$ cat src/rtl/write_port_scheduler.sv
// Write-port scheduler: grants the shared SRAM write path to one port.
// Highest priority wins; round-robin breaks ties; grant held for a packet.
module write_port_scheduler #(
   parameter int num_of_ports      = 16,
   parameter int priority_width    = 3,
   parameter int pack_length_width = 7,
   parameter int sel_width         = 4
) (
   input  logic                                        clk,
   input  logic                                        rst,
   input  logic [num_of_ports-1:0]                     ready,
   input  logic [num_of_ports-1:0]                     eop,
   input  logic [num_of_ports*priority_width-1:0]      priority_in,
   input  logic [num_of_ports*pack_length_width-1:0]   pack_length_in,
   input  logic                                        wr_valid,
   output logic [sel_width-1:0]                        select,
   output logic [num_of_ports-1:0]                     grant,
   output logic                                        grant_valid,
   output logic                                        pkt_done,
   output logic                                        len_err
);

   localparam int cw = pack_length_width + 1;

   typedef enum logic {IDLE, GRANT} state_t;

   state_t                    state, state_nx;
   logic [sel_width-1:0]      select_nx, rr_ptr, rr_ptr_nx;
   logic [sel_width-1:0]      win, idx;
   logic [num_of_ports-1:0]   grant_nx;
   logic                      grant_valid_nx, pkt_done_nx, len_err_nx;
   logic [cw-1:0]             beat_cnt, beat_cnt_nx, cnt_inc;
   logic [cw-1:0]             len_lat, len_lat_nx;
   logic [priority_width-1:0] max_prio;
   logic                      any_ready, found, sel_eop, last_beat;

   logic [priority_width-1:0] prio [num_of_ports];
   logic [cw-1:0]             plen [num_of_ports];

   // Length field of zero encodes the maximum packet of 2^width beats.
   always_comb begin
      for (int i = 0; i < num_of_ports; i++) begin
         prio[i] = priority_in[i*priority_width +: priority_width];
         if (pack_length_in[i*pack_length_width +: pack_length_width] == '0)
            plen[i] = cw'(1) << pack_length_width;
         else
            plen[i] = {1'b0,
               pack_length_in[i*pack_length_width +: pack_length_width]};
      end
   end

   always_comb begin
      any_ready = |ready;
      max_prio  = '0;
      for (int i = 0; i < num_of_ports; i++) begin
         if (ready[i] && prio[i] > max_prio)
            max_prio = prio[i];
      end
   end

   // Circular scan from rr_ptr picks the first port at the maximum priority.
   always_comb begin
      win   = '0;
      found = 1'b0;
      idx   = '0;
      for (int k = 0; k < num_of_ports; k++) begin
         idx = sel_width'((int'(rr_ptr) + k) % num_of_ports);
         if (!found && ready[idx] && prio[idx] == max_prio) begin
            win   = idx;
            found = 1'b1;
         end
      end
   end

   assign cnt_inc   = beat_cnt + cw'(1);
   assign sel_eop   = eop[select];
   assign last_beat = (cnt_inc == len_lat);

   always_comb begin
      state_nx       = state;
      select_nx      = select;
      grant_nx       = grant;
      grant_valid_nx = grant_valid;
      pkt_done_nx    = 1'b0;
      len_err_nx     = 1'b0;
      rr_ptr_nx      = rr_ptr;
      beat_cnt_nx    = beat_cnt;
      len_lat_nx     = len_lat;
      unique case (state)
         IDLE: begin
            select_nx      = '0;
            grant_nx       = '0;
            grant_valid_nx = 1'b0;
            if (any_ready) begin
               state_nx       = GRANT;
               select_nx      = win;
               grant_nx[win]  = 1'b1;
               grant_valid_nx = 1'b1;
               beat_cnt_nx    = '0;
               len_lat_nx     = plen[win];
            end
         end
         GRANT: begin
            if (wr_valid) begin
               beat_cnt_nx = cnt_inc;
               if (sel_eop || last_beat) begin
                  state_nx       = IDLE;
                  select_nx      = '0;
                  grant_nx       = '0;
                  grant_valid_nx = 1'b0;
                  pkt_done_nx    = 1'b1;
                  len_err_nx     = (sel_eop && cnt_inc < len_lat) ||
                                   (!sel_eop && last_beat);
                  if (select == sel_width'(num_of_ports - 1))
                     rr_ptr_nx = '0;
                  else
                     rr_ptr_nx = select + sel_width'(1);
               end
            end
         end
         default: state_nx = IDLE;
      endcase
   end

   always_ff @(posedge clk) begin
      if (rst) begin
         state       <= IDLE;
         select      <= '0;
         grant       <= '0;
         grant_valid <= 1'b0;
         pkt_done    <= 1'b0;
         len_err     <= 1'b0;
         rr_ptr      <= '0;
         beat_cnt    <= '0;
         len_lat     <= '0;
      end else begin
         state       <= state_nx;
         select      <= select_nx;
         grant       <= grant_nx;
         grant_valid <= grant_valid_nx;
         pkt_done    <= pkt_done_nx;
         len_err     <= len_err_nx;
         rr_ptr      <= rr_ptr_nx;
         beat_cnt    <= beat_cnt_nx;
         len_lat     <= len_lat_nx;
      end
   end

endmodule

$ cat config.mk
export PLATFORM = sky130hd
export DESIGN_NAME = write_port_scheduler
export DESIGN_NICKNAME = d
export VERILOG_FILES = /design/src/rtl/write_port_scheduler.sv
export SDC_FILE = /design/constraint.sdc
export NUM_CORES = 1
export LEC_CHECK = 0
export CORE_UTILIZATION = 45
export CTS_CLUSTER_SIZE = 20
export DETAILED_ROUTE_END_ITERATION = 12
export GPL_ROUTABILITY_DRIVEN = 0
export PLACE_DENSITY = 0.73
export SLEW_MARGIN = 0
export SYNTH_ARGS = -nofsm -noshare
export SYNTH_HDL_FRONTEND = slang
export SYNTH_SLANG_ARGS = --single-unit
export TNS_END_PERCENT = 50
$ cat constraint.sdc
create_clock -name clk -period 30 [get_ports clk]
set_clock_uncertainty 0.05 [all_clocks]
set_input_delay 9 -clock clk [delete_from_list [all_inputs] [get_ports clk]]
set_output_delay 9 -clock clk [all_outputs]
set_load 0.02 [all_outputs]
==> flow_summary.ini, run 1 <==
[pwr]
peakVddDrop_mv = 0.1020
internal_power_uw = 799.1
p_comb_frac = 0.909
pwr_density_cell_nw_per_um2 = 98.35
p_leak_nw = 6.321
p_seq_frac = 0.051
pwr-share-clk = 0.040
total_power_mw = 1.579
switching_power_uw = 779.8
p_sw_frac = 0.4939

[clocking]
cts.clk_slew.worst_paths_ns = 0.06
worstSkewPairLatency_ns = 0.29
tritoncts = yes
h-tree-depth = 2
numCtsBuffers = 5
cts_num_sinks = 44
postCtsHoldBufs = 0
root_buffer = clkbuf_16
clockBufferDepth = 2

[sta]
max_slew_margin = 0.3065
hold_viol = 0
maxSlewViolCount = 0
rsz0062_at_grt = yes
fmax_mhz = 33.46
tightest_slew_ns = 1.040
finalCritPeriodShare = 0.9963
period_needed_ns = 29.89
setup_viol = 0
layout_setup_ws_ns = 0.1119

[hold_path]
worstHoldPathType = reg2reg
hp-start = grant[8]$_SDFFE_PP0P_
whs_endpoint = grant[8]$_SDFFE_PP0P_
hold_depth = 2

[critical_path]
max_stage_delay_ns = 0.60
arrival_ns = 30.01
r2r_setup_slack_ns = 23.28
ff2ff_path_depth = 28
r2r_start = rr_ptr[1]$_SDFFE_PP0P_
r2r-end = len_lat[4]$_SDFFE_PP0P_
cp_common_cell = ha_4
endpoint_kind = flip-flop
slowest_stage = or4_1
critPathMaxFanout = 7
critPathLaunchType = primary input
path_class = in2reg
cp.required_ns = 30.13

[placement]
dpl_worst_slack_ns = -1.300
port_buffers = 217
dp_hpwl_um = 33670

[floorplan]
die_area_sq_um = 25930
initial_core_util = 0.4639
die_w_um = 161.0
core_area_sq_um = 24530
ios = 218
num_rows = 57
dieHeight_um = 161.0

[global_route]
grt_pass1_vias = 12630
grt_pass1_wl_um = 66500
grt_busiest_layer = met2
grt_start_max_net_pins = 66
overflow = 0
antenna_found_initial = 0
track_usage = 0.3153
use_met2 = 0.5194
grtUsageMet3 = 0.04340
use_met1 = 0.4269

[logic_synthesis]
ys_seq_elements = 44
synthDistinctLibCells = 121
synth_commonest_cells = nand2_1, nor2_1, mux2i_1
syn_avg_cell_area_sq_um = 7.796
synth-seq-area-share = 0.07739
syn-cell-area_sq_um = 11380
synth_cells = 1460
synth_top_cell_by_area = mux4_2
async_reset_ff_frac = 0
synth_edf_count = 0
ys_top_cells_by_area = mux4_2, mux2i_1, dfxtp_1, ha_1, nand2_1
yosysWarnings = 0
ys.flop_type = dfxtp_1
synth_top_area_share = 0.1365
synth_nets = 1693
yosysMostFrequentCell = nand2_1

[status]
status = complete, no violations

[route]
wire_per_inst_um = 21.07
wl_um = 44350
vias_per_cell = 6.631
final_antenna_net_count = 0
vias = 13960
drtPass1Iterations = 5
drt_iter0_drc = 1879
route.detailed.drc = 0

[cells_and_area]
drive_gt1_frac = 0.2796
diodes = 0
fin_nets = 2013
area_growth_pct = 41.05

[job]
max_cap_viol_count = 0
-- worst max-delay path, delay by kind of cell --
kind | cells | cell delay [ns]
compound gates | 55 | 9.10
fa+ha+maj | 16 | 4.36
buf+inv | 8 | 1.19
mux | 3 | 0.85
simple gates | 41 | 5.50
-- flip-flops by register name, indices dropped and copies added (netlist names) --
register	count
pkt_done	1
grant_valid	1
rr_ptr	4
state	1
grant	16
len_err	1
select	4
beat_cnt	8
len_lat	8
-- logic make-up (layout without fill, tap and decap cells) --
logic type / Yosys count / in the layout / share of synthesized area
adders and majority gates: 40 / 40 / 0.04353
DFF: 44 / 44 / 0.07739
and+or+nand+nor: 526 / 528 / 0.2466
muxes: 212 / 212 / 0.2681
xor gates and xnor gates: 31 / 31 / 0.02385
buffers and inverters: 173 / 492 / 0.06837
AOI/OAI and AO/OA: 434 / 434 / 0.2722
-- stage by stage --
stage | setup TNS, ns | cell area, sq um | cells | hold WS [ns] | util
floorplan | 0 | 11390 | 1460 | 0.4103 | -
global placement | -3.802 | 14700 | 2055 | 0.3888 | 0.5991
detailed placement | -30.90 | 14700 | 2055 | 0.4009 | 0.5991
CTS | -0.008804 | 15070 | 2070 | 0.4092 | 0.6143
global route | -17.13 | 16050 | 2105 | 0.4366 | 0.6544
finish | 0 | 16050 | 2105 | 0.4078 | 0.6544
-- routing by layer --
metal,vias up,wire (um)
met2,851,20830
met3,151,4182
met4,0,1684
li1,6320,-
met1,6637,17650
met5,-,0
-- repair_timing --
item	4_1_cts	5_1_grt
cloned	1	3
pin swaps	24	114
gates resized for setup	40	163
endpoints found under the setup margin	28	28
endpoints found under the hold margin	0	0
buffers inserted	6	32
-- power groups by stage --
stage          Clock, mW  Sequential [mW]  Combinational [mW]
6_report          0.0632           0.0800                1.44
5_1_grt           0.0656           0.0813                1.51
4_1_cts           0.0630           0.0797                1.22
3_5_place_dp           0           0.0808                1.18
3_3_place_gp           0           0.0804                1.16
2_1_floorplan          0           0.0825               0.792
-- final cells by class --
type | count | area, sq um
multi-input cells | 1245 | 10560
fillers | 2028 | 8479
clock inverters | 3 | 41.29
clock buffers | 5 | 125.1
well taps | 324 | 405.4
repair buffers | 416 | 3780
inverters | 68 | 255.2
flip-flops and latches | 44 | 885.9
-- worst max path at each step --
stage / from / depth (start not counted) / to
floorplan: ready[0] / 121 / len_lat[7]$_SDFFE_PP0P_
global placement: ready[0] / 121 / len_lat[5]$_SDFFE_PP0P_
detailed placement: ready[0] / 121 / len_lat[5]$_SDFFE_PP0P_
CTS: priority_in[1] / 120 / len_lat[7]$_SDFFE_PP0P_
global route: ready[0] / 122 / len_lat[4]$_SDFFE_PP0P_
finish: ready[0] / 123 / len_lat[4]$_SDFFE_PP0P_
-- cells in the final DEF (no fill, tap or decap), drive strengths merged, types with 10 or more instances in the layout --
cell,count
nor4,28
and2,20
a21o,17
mux2,40
nor3,28
clkdlybuf4s50,210
a31oi,39
a21oi,87
xnor2,18
nand3,66
ha,38
mux2i,103
and3,18
buf,199
a22oi,23
nand4,11
nand2b,13
o21a,11
o211ai,20
or3,10
mux4,69
nor2,118
clkbuf,10
a211oi,17
nand2,131
inv,68
or4,15
nor2b,15
xor2,13
o21ai,90
dfxtp,44
nor3b,17
(Power assumes the default switching activity.)
==> run 2, diff against run 1 <==
==> constraint.sdc (replaced) <==
create_clock -name clk -period 30 [get_ports clk]
set_clock_uncertainty 0.05 [all_clocks]
set_input_delay 4.5 -clock clk [delete_from_list [all_inputs] [get_ports clk]]
set_output_delay 4.5 -clock clk [all_outputs]
set_load 0.02 [all_outputs]
==> run 2 against run 1 <==
Compared with the run above:
- global-route usage decreased by 1.3 points
- cell area decreased by 13%
- setup slack improved by 1.6 ns
- worst hold slack got worse by 0.0033 ns
- critical endpoint is now len_lat[6]$_SDFFE_PP0P_
==> flow_summary.ini, run 2 (same netlist as run 1, synthesis figures left out) <==
[status]
status = complete, no violations

[pwr]
p_comb_frac = 0.881
p_leak_nw = 5.310
switching_power_uw = 667.3
pwr-share-clk = 0.053
p_sw_frac = 0.5521
pwr_density_cell_nw_per_um2 = 86.93
peakVddDrop_mv = 0.1136
internal_power_uw = 541.4
total_power_mw = 1.209
p_seq_frac = 0.066

[cells_and_area]
n_fill_cell = 2300
post_layout_nonfiller_instances = 1928
fin_nets = 1836
multi_input_area_sq_um = 9846
layout_common_cells = clkdlybuf4s50_1, nand2_1, nor2_1
diodes = 0
area_growth_pct = 22.16
register_area_sq_um = 885.9
reg_top3 = grant: 16 flops, beat_cnt: 8 flops, len_lat: 8 flops
utilization = 0.5668
largest_register_ffs = 16
regMostFlops = grant
fin_area_sq_um = 13900
drive_gt1_frac = 0.1315
final_common_cell = clkdlybuf4s50_1

[sta]
max_slew_margin = 0.3423
layout_setup_ws_ns = 1.726
hold_viol = 0
holdWs_ns = 0.4045
tightest_slew_ns = 0.9795
maxSlewViolCount = 0
finalCritPeriodShare = 0.9425
period_needed_ns = 28.27
finalSetupTns_ns = 0
setup_viol = 0
fmax_mhz = 35.37

[floorplan]
core_area_sq_um = 24530
die_area_sq_um = 25930
ios = 218
dieHeight_um = 161.0
initial_core_util = 0.4639
die_w_um = 161.0
num_rows = 57

[critical_path]
max_stage_delay_ns = 0.64
slowest_stage = clkdlybuf4s50_1
ff2ff_path_depth = 23
endpoint_kind = flip-flop
path_class = in2reg
r2r_start = rr_ptr[0]$_SDFFE_PP0P_
crit_buf_inv = 4
setup.worst_path.start = priority_in[1]
cp.required_ns = 30.17
r2r_setup_slack_ns = 22.89
critPathLaunchType = primary input
arrival_ns = 28.44
cp_common_cell = nor2_1
critPathMaxFanout = 15
timing.critical_path.max_delay_family = compound AO/OA/AOI/OAI gates
r2r-end = len_lat[6]$_SDFFE_PP0P_

[route]
drt_iter0_drc = 1481
wl_um = 41020
vias = 13090
drtPass1Iterations = 8
route.detailed.drc = 0
vias_per_cell = 6.790
wire_per_inst_um = 21.28
final_antenna_net_count = 0

[global_route]
antenna_found_initial = 0
grt_start_max_net_pins = 64
overflow = 0
grt_pass1_vias = 11860
grt_pass1_wl_um = 63710
track_usage = 0.3021

[placement]
placed_cell_area_sq_um = 13610
dp_hpwl_um = 32170
port_buffers = 217
placed_cells = 1916
dpl_worst_slack_ns = 0.1093

[job]
max_cap_viol_count = 0

[hold_path]
hold_depth = 2
hp-start = grant[8]$_SDFFE_PP0P_
worstHoldPathType = reg2reg
whs_endpoint = grant[8]$_SDFFE_PP0P_

[clocking]
clockBufferDepth = 2
worstSkewPairLatency_ns = 0.29
cts_num_sinks = 44
root_buffer = clkbuf_16
numCtsBuffers = 5
h-tree-depth = 2
postCtsHoldBufs = 0
tritoncts = yes
cts.clk_slew.worst_paths_ns = 0.07
run 2: cell types whose count changed in the layout (fill, tap and decap cells not counted), sizes merged:
cell / delta
nand2: -1
clkdlybuf4s50: +5
buf: -177
clkbuf: -5
clkinv: -1
a21oi: +1
inv: +1
run 2: layout make-up:
cell class | count | area share
clock buffers | 5 | 0.008998
multi-input cells | 1245 | 0.7081
well taps | 324 | 0.02916
inverters | 68 | 0.01836
repair buffers | 239 | 0.1685
flip-flops and latches | 44 | 0.06371
clock inverters | 3 | 0.003239
run 2: how the worst max path moves through the flow:
stage / endpoint / depth (start not counted)
6_report: len_lat[6]$_SDFFE_PP0P_ / 118
2_1_floorplan: len_lat[7]$_SDFFE_PP0P_ / 121
3_3_place_gp: len_lat[7]$_SDFFE_PP0P_ / 117
5_1_grt: len_lat[0]$_SDFFE_PP0P_ / 117
3_5_place_dp: len_lat[0]$_SDFFE_PP0P_ / 117
4_1_cts: len_lat[7]$_SDFFE_PP0P_ / 117
run 2: tightest hold or removal path: cells and delay by family, from the launching register on:
kind / cells / cell delay (ns)
flip-flops: 1 / 0.31
AND/OR/NAND/NOR: 1 / 0.05
AO/OA/AOI/OAI: 1 / 0.05
run 2: layer usage:
layer | track usage | part of all wire | vias to the layer above
met4 | 0.06818 | 0.023 | 0
li1 | - | - | 5969
met3 | 0.04006 | 0.092 | 79
met5 | 0 | 0 | -
met1 | 0.4245 | 0.42 | 6285
met2 | 0.4904 | 0.47 | 759
run 2: power by group through the flow:
stage / combinational, mW / clock, mW / sequential [mW]
2_1_floorplan: 0.792 / 0 / 0.0825
3_3_place_gp: 0.988 / 0 / 0.0807
3_5_place_dp: 1.00 / 0 / 0.0807
4_1_cts: 1.01 / 0.0649 / 0.0797
5_1_grt: 1.14 / 0.0672 / 0.0812
6_report: 1.06 / 0.0645 / 0.0798
run 2: what timing repair did:
action                                  CTS  global route
endpoints found under the setup margin    0            28
resized for setup                         0            22
setup buffers                             0             2
